### src/rtl/period_meter_pkg.sv
// Shared types and constants for the period meter: FSM state encoding and default counter width.
package period_meter_pkg;

  localparam int DEFAULT_WIDTH = 8;

  typedef enum logic [1:0] {
    IDLE    = 2'd0,
    ARMED   = 2'd1,
    MEASURE = 2'd2
  } state_t;

endpackage

### src/rtl/period_meter_edge_sync.sv
// Brings the asynchronous pulse stream into the CLK domain and flags each rising edge
// as a single-cycle EDGE pulse, two cycles after the input is first sampled high.
module edge_sync (
  input  logic CLK,
  input  logic RES,
  input  logic D,
  output logic EDGE
);

  logic r_sync1;
  logic r_sync2;
  logic r_prev;

  always_ff @(posedge CLK or negedge RES) begin
    if (!RES) begin
      r_sync1 <= 1'b0;
      r_sync2 <= 1'b0;
      r_prev  <= 1'b0;
    end else begin
      r_sync1 <= D;
      r_sync2 <= r_sync1;
      r_prev  <= r_sync2;
    end
  end

  assign EDGE = r_sync2 & ~r_prev;

endmodule

### src/rtl/period_meter.sv
// Measures the spacing, in CLK cycles, between rising edges of PULSE_IN and hands each
// result to a consumer over a VALID/ACK handshake, with lock detection and sticky error flags.
module period_meter
  import period_meter_pkg::*;
#(
  parameter int WIDTH = DEFAULT_WIDTH
) (
  input  logic             CLK,
  input  logic             RES,
  input  logic             EN,
  input  logic             PULSE_IN,
  input  logic             ACK,
  input  logic             CLR,
  output logic [WIDTH-1:0] N_OUT,
  output logic             VALID,
  output logic             LOCKED,
  output logic             OVF,
  output logic             LOST
);

  localparam logic [WIDTH-1:0] CNT_MAX = '1;
  localparam logic [WIDTH-1:0] CNT_ONE = WIDTH'(1);

  state_t           r_state;
  state_t           w_state_next;
  logic             w_edge;
  logic             w_arm_edge;
  logic             w_load;
  logic             w_ovf_evt;
  logic             w_cnt_run;

  logic [WIDTH-1:0] r_cnt;
  logic [WIDTH-1:0] r_n_out;
  logic [WIDTH-1:0] r_prev_res;
  logic             r_prev_vld;
  logic             r_valid;
  logic             r_locked;
  logic             r_ovf;
  logic             r_lost;

  edge_sync u_edge_sync (
    .CLK  (CLK),
    .RES  (RES),
    .D    (PULSE_IN),
    .EDGE (w_edge)
  );

  // State register
  always_ff @(posedge CLK or negedge RES) begin
    if (!RES) begin
      r_state <= IDLE;
    end else begin
      r_state <= w_state_next;
    end
  end

  // Next-state logic; EN low overrides every state
  always_comb begin
    w_state_next = r_state;
    if (!EN) begin
      w_state_next = IDLE;
    end else begin
      case (r_state)
        IDLE:    w_state_next = ARMED;
        ARMED:   if (w_edge) w_state_next = MEASURE;
        MEASURE: if (!w_edge && (r_cnt == CNT_MAX)) w_state_next = ARMED;
        default: w_state_next = IDLE;
      endcase
    end
  end

  // Decoded FSM actions driving the datapath
  always_comb begin
    w_arm_edge = 1'b0;
    w_load     = 1'b0;
    w_ovf_evt  = 1'b0;
    w_cnt_run  = 1'b0;
    if (EN) begin
      case (r_state)
        ARMED:   w_arm_edge = w_edge;
        MEASURE: begin
          w_load    = w_edge;
          w_ovf_evt = !w_edge && (r_cnt == CNT_MAX);
          w_cnt_run = !w_edge && (r_cnt != CNT_MAX);
        end
        default: ;
      endcase
    end
  end

  // Period counter and previous-result memory for lock detection
  always_ff @(posedge CLK or negedge RES) begin
    if (!RES) begin
      r_cnt      <= '0;
      r_prev_res <= '0;
      r_prev_vld <= 1'b0;
      r_locked   <= 1'b0;
    end else if (!EN) begin
      r_cnt      <= '0;
      r_prev_res <= '0;
      r_prev_vld <= 1'b0;
      r_locked   <= 1'b0;
    end else if (w_arm_edge) begin
      r_cnt <= CNT_ONE;
    end else if (w_load) begin
      r_cnt      <= CNT_ONE;
      r_prev_res <= r_cnt;
      r_prev_vld <= 1'b1;
      r_locked   <= r_prev_vld && (r_prev_res == r_cnt);
    end else if (w_ovf_evt) begin
      // Overflow returns to ARMED, so the next result starts a fresh lock history
      r_cnt      <= '0;
      r_prev_vld <= 1'b0;
      r_locked   <= 1'b0;
    end else if (w_cnt_run) begin
      r_cnt <= r_cnt + CNT_ONE;
    end
  end

  // Result register and handshake; a load in the ACK cycle keeps VALID high
  always_ff @(posedge CLK or negedge RES) begin
    if (!RES) begin
      r_n_out <= '0;
      r_valid <= 1'b0;
    end else begin
      if (w_load) begin
        r_n_out <= r_cnt;
        r_valid <= 1'b1;
      end else if (ACK) begin
        r_valid <= 1'b0;
      end
    end
  end

  // Sticky flags: a set event beats CLR in the same cycle
  always_ff @(posedge CLK or negedge RES) begin
    if (!RES) begin
      r_ovf  <= 1'b0;
      r_lost <= 1'b0;
    end else begin
      if (w_ovf_evt) begin
        r_ovf <= 1'b1;
      end else if (CLR) begin
        r_ovf <= 1'b0;
      end
      if (w_load && r_valid && !ACK) begin
        r_lost <= 1'b1;
      end else if (CLR) begin
        r_lost <= 1'b0;
      end
    end
  end

  assign N_OUT  = r_n_out;
  assign VALID  = r_valid;
  assign LOCKED = r_locked;
  assign OVF    = r_ovf;
  assign LOST   = r_lost;

endmodule
### config.mk
export PLATFORM = sky130hd
export DESIGN_NAME = period_meter
export DESIGN_NICKNAME = d
export VERILOG_FILES = /design/src/rtl/period_meter_pkg.sv /design/src/rtl/period_meter_edge_sync.sv /design/src/rtl/period_meter.sv
export SDC_FILE = /design/constraint.sdc
export NUM_CORES = 1
export LEC_CHECK = 0
export CAP_MARGIN = 20
export CORE_MARGIN = 2
export CORE_UTILIZATION = 54
export DETAILED_ROUTE_END_ITERATION = 10
export HOLD_SLACK_MARGIN = 0.08
export PLACE_DENSITY = 0.83
export SETUP_SLACK_MARGIN = 0.4
export SLEW_MARGIN = 10
export SYNTH_ARGS = -nofsm -noshare
export SYNTH_HDL_FRONTEND = slang
export SYNTH_SLANG_ARGS = --single-unit
### constraint.sdc
create_clock -name CLK -period 2.1 [get_ports CLK]
set_input_delay 0.42 -clock CLK [delete_from_list [all_inputs] [get_ports CLK]]
set_output_delay 0.42 -clock CLK [all_outputs]
set_load 0.01 [all_outputs]
After elaboration in Yosys (flattened, before gate mapping)
Cells that the tools add are included.
{"block": "totals", "word_cells": 72, "memories": 0, "mem_bits_rw": 0, "register_bits": 34, "rom_bits": 0, "latchBits": 0}
{"block": "classes", "reduce_logical": 14, "n_eq_ne": 11, "magnitude_cmp": 0, "add_sub_neg": 1, "multipliers": 0, "bitwise": 2, "div": 0, "n_shift": 0, "muxes": 32}
{"cell": "$mux 8", "n": 8}
{"cell": "$mux 1", "n": 20}
{"cell": "$add 8x1->8 const B", "n": 1}
{"cell": "$eq 8x8->1", "n": 1}
{"cell": "$eq 8x8->1 const B", "n": 1}
{"cell": "$ne 8x8->1 const B", "n": 1}
{"cell": "$mux 2", "n": 3}
{"cell": "$ne 3x3->1 const B", "n": 2}
{"cell": "$pmux 2 s3", "n": 1}
{"cell": "$reduce_and 2->1", "n": 3}
{"cell": "$reduce_bool 2->1", "n": 3}
{"cell": "$logic_and 1x1->1", "n": 5}
{"cell": "$ne 5x1->1 const B", "n": 1}
{"cell": "$ne 3x1->1 const B", "n": 1}
{"cell": "$eq 2x1->1 const B", "n": 1}
{"cell": "$eq 2x2->1 const B", "n": 1}
{"cell": "$logic_not 1->1", "n": 2}
{"cell": "$logic_not 2->1", "n": 1}
{"cell": "$ne 2x1->1 const B", "n": 1}
{"cell": "$ne 2x2->1 const B", "n": 1}
{"cell": "$and 1x1->1", "n": 1}
{"cell": "$not 1->1", "n": 1}

Depth between registers and ports, before layout
Gate-level depths: netlist of the first run.
{"block": "logic_depth", "ltp_word": 11, "mapped_depth": 6, "depth_no_buf": 5}

Hierarchy
A second synthesis of the first run with hierarchy kept.
{"block": "hier_totals", "hier_cells": 155, "hier_area_um2": 1526.5}
{"mod": "period_meter", "seq_area_each_um2": 775.7, "cells_per_inst": 151, "instances": 1, "area_per_inst_um2": 1437.6}
{"mod": "edge_sync", "seq_area_each_um2": 75.1, "cells_per_inst": 4, "instances": 1, "area_per_inst_um2": 88.8}

Least setup slack after synthesis of the first run
Ideal clock, no wire load.
{"block": "synth_timing", "kind": "reg2reg", "startpoint": "register r_cnt[0]", "endpoint": "register r_cnt[5]", "arrival_time_ns": 1.476, "path_stages_with_launch": 6, "n_path_buf": 0, "setup_time_ns": 0.134, "required_ns": 1.966, "slack_ns": 0.490, "cell_sequence": "dfrtp_1 ha_1 and3_2 a2111oi_4 and3_1 o32ai_1"}
{"block": "synth_via", "elab_chain_len": 8, "word_cells_on_any_way": 15, "classes_between": "add/sub (1); eq/ne (3); mux (9); reduce/logical (2)"}
{"element": "from (decl)", "line_no": "period_meter.sv:32", "rtl": "logic [WIDTH-1:0] r_cnt;"}
{"element": "from (signal assigned)", "line_no": "period_meter.sv:116", "rtl": "r_cnt <= r_cnt + CNT_ONE;"}
{"element": "parallel branches: the longest is 8 deep, another holds $add 8x1->8"}
Several ways; the timed one is not identified. The select of a mux whose other input is x is not followed.
A chain may end at the register's enable or synchronous reset.

Final worst setup path of the first run
Ends and elaborated chain as after synthesis.

==> results of run 1 <==
[routing by layer]
metal | GRT usage [%] | share of wire [%] | vias up
met5 | 0 | 0 | -
met3 | 5.36 | 5.1 | 12
met1 | 27.3 | 42 | 619
met4 | 14.6 | 2.8 | 0
li1 | - | - | 609
met2 | 36.4 | 50 | 39
[cell usage in the layout, fill, tap and decap left out, types with 2 or more instances in the layout]
| master | n |
|---|---|
| o21ai_1 | 2 |
| o22ai_1 | 2 |
| dfrtp_1 | 33 |
| o21ai_0 | 8 |
| xor2_1 | 5 |
| buf_4 | 9 |
| nor3_1 | 3 |
| xnor2_1 | 4 |
| a21oi_1 | 7 |
| inv_1 | 5 |
| and2b_1 | 2 |
| nand2b_1 | 3 |
| nand3_1 | 7 |
| nand4_1 | 3 |
| clkdlybuf4s50_1 | 13 |
| or3_1 | 3 |
| clkbuf_4 | 5 |
| nor2_1 | 4 |
| dlymetal6s2s_1 | 3 |
| nand2_1 | 45 |
[registers in the layout, indices dropped and copies added (netlist names)]
register	cells
r_cnt	8
u_edge_sync.r_sync1	1
VALID	1
LOST	1
r_state	2
r_prev_vld	1
u_edge_sync.r_sync2	1
r_prev_res	8
LOCKED	1
u_edge_sync.r_prev	1
OVF	1
N_OUT	8
[where the power goes]
group	switching [mW]	internal [mW]	total (mW)
registers	0.00741	0.663	0.670
clock network	0.214	0.162	0.376
logic	0.0481	0.0308	0.0789
[synth_stat cells, drive strengths merged]
library cell,instances
nand2,45
dfrtp,34
o21ai,10
a21oi,8
nand3,7
inv,6
xor2,5
buf,4
nor2,4
nor3,4
xnor2,4
and2b,3
nand2b,3
nand4,3
or3,3
and3,2
and4,2
o22ai,2
a2111oi,1
a22o,1
a31oi,1
a41oi,1
and4bb,1
ha,1
nor4,1
o2111ai,1
o211ai,1
o31ai,1
o32ai,1
[area by class of cell]
type / instances / area (um^2)
clock inverter: 1 / 5.00
multi-input combinational: 116 / 688
sequential: 34 / 852
fill: 228 / 852
clock buffer: 7 / 55.1
timing repair buffer: 26 / 244
tap: 31 / 38.8
inverter: 6 / 22.5
[cell families (layout without fill, tap and decap cells)]
kind of cell             Yosys count  in the layout  synth area share (%)
AND/OR/NAND/NOR                   78             78                  24.3
AO/OA/AOI/OAI                     28             28                  12.9
buffers and inverters             10             40                  3.09
adder cells (fa/ha/maj)            1              1                 0.793
XOR/XNOR                           9              9                  5.00
flip-flops                        34             34                  53.9
[worst register-to-register path: stages (launching register included)]
cell	delay (ps)
dfrtp_2	430
ha_2	200
and3_4	210
a2111oi_4	420
and3_1	210
o32ai_1	80
[worst paths after layout]
path / startpoint / endpoint / slack (ps) / cells past startpoint
worst max-delay path: r_cnt[0] / r_cnt[5] / 430 / 5
worst min-delay path: u_edge_sync.r_sync1 / u_edge_sync.r_sync2 / 350 / 0
worst max register to register: r_cnt[0] / r_cnt[5] / 430 / 5
worst min register to register: u_edge_sync.r_sync1 / u_edge_sync.r_sync2 / 350 / 0
max in group asynchronous: RES / r_cnt[0] / 1320 / 2
min in group asynchronous: RES / LOST / 460 / 2
[timing repair]
action	4_1_cts	5_1_grt
buffers inserted	2	2
gates resized for setup	4	5
pin swaps	0	2
setup endpoints to repair	5	4
==> results.ini, run 1 <==
[floorplanning]
core.rowCount = 19
boundaryPins = 18
coreArea_mm2 = 0.00276
initial_core_util_pct = 57.2
dieArea_mm2 = 0.00337
die_w_um = 58.1
die_h_um = 58.1

[job]
maxCapViolations = 0

[grt]
grt_use_total_pct = 22.7
antenna_found_initial = 0
grt_pass1_wl_mm = 5.60
grt_max_degree = 35
grt_pass1_vias = 1257
grt_overflow = 0

[synthesis]
synth_warnings = 0
synth_cell_types = 36
syn_area_mm2 = 0.00158
ys_ff_latch = 34
yosysSeqAreaShare_pct = 53.9
synth.avg_cell_area_um2 = 9.86
synth_top_area_share_pct = 53.9
yosys-top-cells-area = dfrtp_1, nand2_1, o21ai_0
synth_top_cell_by_area = dfrtp_1
synth_fp_nets = 167
postSynthCellCount = 160

[setup_path]
cp.required_ps = 2320
crit_buf_inv = 0
path_class = flop to flop
crit_path_top_delay_cell = dfrtp_2
crit_family = compound AO/OA/AOI/OAI gates
cp-start-kind = flop
cp_max_fo = 5
crit_chain = ha_2 > and3_4 > a2111oi_4 > and3_1 > o32ai_1
end_kind = flop
worst_path_largest_cell_delay_ps = 430
cp.arrival_ps = 1890

[route]
drtIter0Drc = 44
wl_mm = 3.38
vias = 1279
post_drt_wl_per_cell_um = 15.3
firstDrtPassIters = 4
postRouteAntennaNets = 0
post-route-drc-count = 0
vias_per_cell = 5.79

[timing]
whs_ps = 353
rsz0062_at_grt = no
period_share_pct = 79.7
maxClockFrequency_mhz = 598
slew_headroom_pct = 68.7
drv_slew = 0
tightest_slew_ps = 466
hold_viol = 0
finalSetupViolCount = 0
setup_ws_ps = 427
finalSetupTns_ps = 0
period_needed_ps = 1670
fin_skew_ps = 10.2

[placed_design]
gp_congestion = 0.887
place_area_mm2 = 0.00180
port_buffers = 17
dpl_worst_slack_ps = 256
dp_hpwl_mm = 2.31
placedCellCount = 209

[clock_tree]
cts.clk_slew.worst_paths_ps = 100
insertion_delay_ps = 340
cts_tree = yes
hold_buffers = 0
clock_tree.root_cell = clkbuf_4
clk_path_buf_depth = 2
cts_buffers = 5
clock-sinks = 34
cts.htree.levels = 2

[power_and_ir_drop]
peakVddDrop_uv = 720
power_density_mw_per_mm2 = 591
cellLeakagePower_nw = 0.951
power_mw = 1.13

[finish]
antenna_cells = 0
fin_area_mm2 = 0.00191
fin_cells = 221
finalCoreUtilization_pct = 69.1
areaGrowthSynthToFinish_pct = 20.8
nets = 196
layout-drive-gt1-share_pct = 14.2

[worst_hold_path]
min_path_type = flop to flop

[run_status]
status = complete, no violations

Note: power is estimated with default switching activity, not from simulation.
==> inputs of run 2 (changes only) <==
--- a/config.mk
+++ b/config.mk
@@ -7,10 +7,10 @@
 export LEC_CHECK = 0
 export CAP_MARGIN = 20
 export CORE_MARGIN = 2
-export CORE_UTILIZATION = 54
+export CORE_UTILIZATION = 49
 export DETAILED_ROUTE_END_ITERATION = 10
 export HOLD_SLACK_MARGIN = 0.08
-export PLACE_DENSITY = 0.83
+export PLACE_DENSITY = 0.8
 export SETUP_SLACK_MARGIN = 0.4
 export SLEW_MARGIN = 10
 export SYNTH_ARGS = -nofsm -noshare
==> constraint.sdc (replaced) <==
create_clock -name CLK -period 1.4 [get_ports CLK]
set_input_delay 0.28 -clock CLK [delete_from_list [all_inputs] [get_ports CLK]]
set_output_delay 0.28 -clock CLK [all_outputs]
set_load 0.01 [all_outputs]
==> run 2 against run 1 <==
Critical endpoint is now r_cnt[3]. Flip-flop and latch count stayed put. First-iteration DRC count grew 52%. Largest power group unchanged. Final cell count rose by 21%. Sequential share of layout area shrank 8.9 points. The run now ends with negative setup slack left. Critical path depth stayed put. Clock power rose by 97%. Die area up 9.5%.
==> results.ini, run 2 (same netlist as run 1, synthesis figures left out) <==
[floorplanning]
boundaryPins = 18  ; unchanged
die_h_um = 60.7  ; +4.6%
die_w_um = 60.7  ; +4.6%
coreArea_mm2 = 0.00305  ; +11%
core.rowCount = 20  ; +1
initial_core_util_pct = 51.7  ; -5.5 points
dieArea_mm2 = 0.00369  ; +9.5%

[clock_tree]
cts.htree.levels = 2  ; unchanged
cts.clk_slew.worst_paths_ps = 120  ; +20 ps
clock_tree.root_cell = clkbuf_4
clk_path_buf_depth = 2  ; unchanged
hold_buffers = 0  ; unchanged
cts_buffers = 5  ; unchanged
insertion_delay_ps = 360  ; +20 ps
cts_tree = yes
clock-sinks = 34  ; unchanged

[job]
maxCapViolations = 0  ; unchanged

[finish]
nets = 230  ; +17%
antenna_cells = 0  ; unchanged
layout-drive-gt1-share_pct = 45.5  ; +31 points
areaGrowthSynthToFinish_pct = 50.8
finalCoreUtilization_pct = 77.9  ; +8.8 points
fin_area_mm2 = 0.00238  ; +25%
mostFrequentLayoutCell = nand2_1
layout_common_cells = nand2_1, dfrtp_1, buf_4
fill_cells = 198  ; -13%
fin_cells = 268  ; +21%

[route]
drtIter0Drc = 67  ; +52%
firstDrtPassIters = 4  ; unchanged
postRouteAntennaNets = 0  ; unchanged
post_drt_wl_per_cell_um = 17.0  ; +11%
vias_per_cell = 5.47  ; -5.5%
post-route-drc-count = 0  ; unchanged
vias = 1466  ; +15%
wl_mm = 4.55  ; +35%

[timing]
period_share_pct = 111  ; +31 points
drv_slew = 0  ; unchanged
fin_skew_ps = 14.5  ; +4.32 ps
period_needed_ps = 1550  ; -125 ps
rsz0062_at_grt = yes
finalSetupViolCount = 11  ; +11
finalSetupTns_ps = -983  ; -983 ps
whs_ps = 271  ; -82.2 ps
setup_ws_ps = -148  ; -575 ps
slew_headroom_pct = 79.6  ; +11 points
maxClockFrequency_mhz = 646  ; +8.1%
hold_viol = 0  ; unchanged
tightest_slew_ps = 306  ; -161 ps

[placed_design]
place_area_mm2 = 0.00201  ; +12%
gp_congestion = 0.912  ; +2.8%
dpl_worst_slack_ps = -329  ; -586 ps
port_buffers = 17  ; unchanged
dp_hpwl_mm = 2.73  ; +18%
placedCellCount = 242  ; +16%

[grt]
antenna_found_initial = 0  ; unchanged
grt_pass1_vias = 1418  ; +13%
grt_pass1_wl_mm = 6.76  ; +21%
grt_use_total_pct = 25.6  ; +2.9 points
grt_overflow = 0  ; unchanged
grt_max_degree = 35  ; unchanged

[setup_path]
end_kind = flop
cp.arrival_ps = 1830  ; -60 ps
cp_max_fo = 6  ; +1
path_class = flop to flop
cp-start-kind = flop
cp.required_ps = 1680  ; -640 ps

[run_status]
status = finished with violations
failed_checks = negative setup slack

[power_and_ir_drop]
cellLeakagePower_nw = 1.13  ; +19%
peakVddDrop_uv = 602  ; -16%
power_density_mw_per_mm2 = 817  ; +38%
power_mw = 1.94  ; +73%

[worst_hold_path]
min_path_type = primary input to asynchronous set/reset pin

## run 2: changes by cell type in the layout (fill, tap and decap cells not counted), moves of 3 or more
cell | previous run | this run
buf_4 | 9 | 31
buf_6 | 0 | 13
buf_2 | 0 | 9
clkdlybuf4s50_1 | 13 | 4
nand2_1 | 45 | 36
nand2_2 | 0 | 7
o21ai_0 | 8 | 2
o21ai_1 | 2 | 6
a21oi_1 | 7 | 4
dlymetal6s2s_1 | 3 | 0
nand3_1 | 7 | 4
nand3_4 | 0 | 3
## run 2: routing by layer
metal / GRT usage (%) / up-vias / routed length, um
li1: - / 681 / -
met1: 31.4 / 722 / 1830
met2: 41.0 / 45 / 2320
met3: 7.04 / 18 / 225
met4: 14.0 / 0 / 172
met5: 0 / - / 0
## run 2: layout make-up
class                      count  area (um^2)  area share [%]
inverter                       6         22.5           0.947
multi-input combinational    117          873            36.7
tap                           44         55.1            2.31
timing repair buffer          59          493            20.7
clock inverter                 3         45.0            1.89
sequential                    34          852            35.8
clock buffer                   5         37.5            1.58
## run 2: report_power, final
group          switching [mW]  internal, mW  leakage [nW]
clock                   0.368         0.374        0.0374
combinational           0.107        0.0880         0.630
sequential             0.0105         0.995         0.464
total                   0.485          1.46          1.13
## run 2: worst max-delay path, stage by stage, from the launching register on
cell and delay (ps):
dfrtp_1 410, ha_2 210, nand3_1 150, o2111ai_4 190, or3_1 380, a21oi_1 150
## run 2: final timing paths
kind / start / end / slack [ps] / cells past startpoint
worst min-delay path: RES / N_OUT[3] / 270 / 2
max in group asynchronous: RES / r_state[1] / 940 / 2
worst max-delay path: r_cnt[1] / r_cnt[3] / -150 / 5
worst max register to register: r_cnt[1] / r_cnt[3] / -150 / 5
worst min register to register: u_edge_sync.r_sync1 / u_edge_sync.r_sync2 / 360 / 0
min in group CLK: u_edge_sync.r_sync1 / u_edge_sync.r_sync2 / 360 / 0
## run 2: what timing repair did
item,4_1_cts,5_1_grt
buffers inserted,10,7
cloned,1,0
endpoints found under the setup margin,43,43
resized for setup,73,23
endpoints found under the hold margin,0,0
pin swaps,15,22
==> inputs of run 3 (changes only) <==
--- a/config.mk
+++ b/config.mk
@@ -10,7 +10,7 @@
 export CORE_UTILIZATION = 49
 export DETAILED_ROUTE_END_ITERATION = 10
 export HOLD_SLACK_MARGIN = 0.08
-export PLACE_DENSITY = 0.8
+export PLACE_DENSITY = 0.82
 export SETUP_SLACK_MARGIN = 0.4
 export SLEW_MARGIN = 10
 export SYNTH_ARGS = -nofsm -noshare
==> run 3 against run 2 <==
The run still ends with negative setup slack left. Clock power grew 30%. Flip-flop and latch count is the same. Register-to-register slack lost 40 ps. Critical path depth is the same. Combinational power grew 5%. Clock-buffer cell count grew 1. Critical path type unchanged. Critical endpoint is now r_cnt[5]. Highest routed layer unchanged.
==> results.ini, run 3 (same netlist as run 1, synthesis figures left out) <==
[route]
wl_mm = 4.45  ; -2.1%
drtIter0Drc = 69  ; +3.0%
vias = 1464  ; -0.14%
post-route-drc-count = 0  ; unchanged
post_drt_wl_per_cell_um = 16.4  ; -3.5%
postRouteAntennaNets = 0  ; unchanged
vias_per_cell = 5.38  ; -1.6%
firstDrtPassIters = 4  ; unchanged

[finish]
fin_area_mm2 = 0.00245  ; +3.1%
layout-drive-gt1-share_pct = 46.5  ; +0.96 points
fill_cells = 181  ; -8.6%
areaGrowthSynthToFinish_pct = 55.4
mostFrequentLayoutCell = nand2_1
antenna_cells = 0  ; unchanged
layout_common_cells = nand2_1, buf_4, dfrtp_1
nets = 234  ; +1.7%

[floorplanning]
die_h_um = 60.7  ; unchanged
coreArea_mm2 = 0.00305  ; unchanged
die_w_um = 60.7  ; unchanged
dieArea_mm2 = 0.00369  ; unchanged
initial_core_util_pct = 51.7  ; unchanged
boundaryPins = 18  ; unchanged
core.rowCount = 20  ; unchanged

[setup_path]
end_kind = flop
worstReg2RegEnd = r_cnt[5]
cp.required_ps = 1640  ; -40 ps
reg2reg_depth = 5  ; unchanged
cp-start-kind = flop
rrSetupSlack_ps = -190  ; -40 ps
cp_max_fo = 3  ; -3
cp.arrival_ps = 1830  ; about the same
path_class = flop to flop
r2r-start = r_cnt[0]

[timing]
setup_ws_ps = -189  ; -40.6 ps
hold_viol = 0  ; unchanged
finalSetupTns_ps = -1010  ; -22.9 ps
rsz0062_at_grt = yes
tightest_slew_ps = 360  ; +54.6 ps
slew_headroom_pct = 75.7  ; -3.9 points
period_needed_ps = 1590  ; +40.6 ps
maxClockFrequency_mhz = 629  ; -2.6%
drv_slew = 0  ; unchanged
whs_ps = 276  ; +5.06 ps
finalSetupViolCount = 11  ; unchanged
period_share_pct = 113  ; +2.9 points
fin_skew_ps = 7.50  ; -6.99 ps

[power_and_ir_drop]
power.internal_mw = 1.70  ; +16%
combPwrFrac_pct = 9.4  ; -0.7 points
power_density_mw_per_mm2 = 887  ; +8.7%
sw_frac_of_total_pct = 22.0  ; -2.9 points
p_switching_mw = 0.480  ; -1.2%
seqPwrFrac_pct = 46.2  ; -5.5 points
power_mw = 2.18  ; +12%
cellLeakagePower_nw = 1.19  ; +5.2%
peakVddDrop_uv = 863  ; +43%
clkPwrFrac_pct = 44.4  ; +6.2 points

[placed_design]
dp_hpwl_mm = 2.56  ; -6.1%
gp_congestion = 0.923  ; +1.2%
port_buffers = 17  ; unchanged
dpl_worst_slack_ps = -351  ; -21.9 ps
place_area_mm2 = 0.00202  ; +0.37%

[job]
maxCapViolations = 0  ; unchanged

[grt]
grt_overflow = 0  ; unchanged
antenna_found_initial = 0  ; unchanged
grt_use_total_pct = 26.1  ; +0.47 points
grt_max_degree = 35  ; unchanged
grt_pass1_wl_mm = 6.96  ; +3.0%
grt_pass1_vias = 1442  ; +1.7%

[worst_hold_path]
min_path_type = primary input to asynchronous set/reset pin

[clock_tree]
insertion_delay_ps = 350  ; about the same
cts_tree = yes
cts.clk_slew.worst_paths_ps = 110  ; about the same
clk_path_buf_depth = 2  ; unchanged
clock_tree.root_cell = clkbuf_4
cts_buffers = 5  ; unchanged
hold_buffers = 0  ; unchanged
clock-sinks = 34  ; unchanged
cts.htree.levels = 2  ; unchanged

[run_status]
failed_checks = negative setup slack
status = finished with violations

-- run 3: changes by cell type in the layout (fill, tap and decap cells not counted), sizes merged --
cell      delta
clkbuf       +1
bufinv       +1
buf          +4
clkinvlp     -2
-- run 3: per-stage QoR --
step,std cells,utilization [%]
2_1_floorplan,160,-
3_3_place_gp,243,66.2
3_5_place_dp,243,66.2
4_1_cts,265,76.5
5_1_grt,272,80.3
6_report,272,80.3
-- run 3: routing by layer --
layer / share of wire, % / global-route usage, % / routed length, um
met1: 43 / 35.5 / 1910
met2: 50 / 40.1 / 2230
met3: 3.9 / 4.48 / 172
met4: 3.1 / 13.4 / 139
met5: 0 / 0 / 0
-- run 3: how the worst max path moves through the flow --
stage / startpoint / endpoint
final: r_cnt[0] / r_cnt[5]
after global routing: r_cnt[0] / r_cnt[7]
after CTS: r_cnt[0] / r_cnt[5]
after detailed placement: EN / r_cnt[3]
after global placement: EN / r_cnt[3]
after floorplan: r_cnt[0] / r_cnt[5]
-- run 3: power by group through the flow --
stage,Combinational (mW),Sequential [mW],Clock [mW]
floorplan,0.0578,1.03,0
global placement,0.145,1.02,0
detailed placement,0.147,1.02,0
CTS,0.187,1.00,0.968
global route,0.219,1.01,1.02
finish,0.205,1.00,0.967
-- run 3: layout make-up --
type / count / area, um^2 / area share, %
multi-input cells: 117 / 892 / 36.4
flip-flops and latches: 34 / 853 / 34.8
repair buffers: 63 / 518 / 21.1
clock inverters: 2 / 60.1 / 2.45
well taps: 44 / 55.1 / 2.24
clock buffers: 6 / 51.3 / 2.09
inverters: 6 / 22.5 / 0.918
-- run 3: critical path: stages (launching register included) --
cell and delay, ps:
dfrtp_1 440, ha_4 190, and3_4 170, a2111oi_4 340, and3_1 250, o32ai_2 100
-- run 3: what timing repair did --
action / in CTS / in global routing
endpoints found under the setup margin: 43 / 43
gates cloned: 1 / 0
buffers inserted: 13 / 7
pin swaps: 32 / 12
resized for setup: 80 / 13
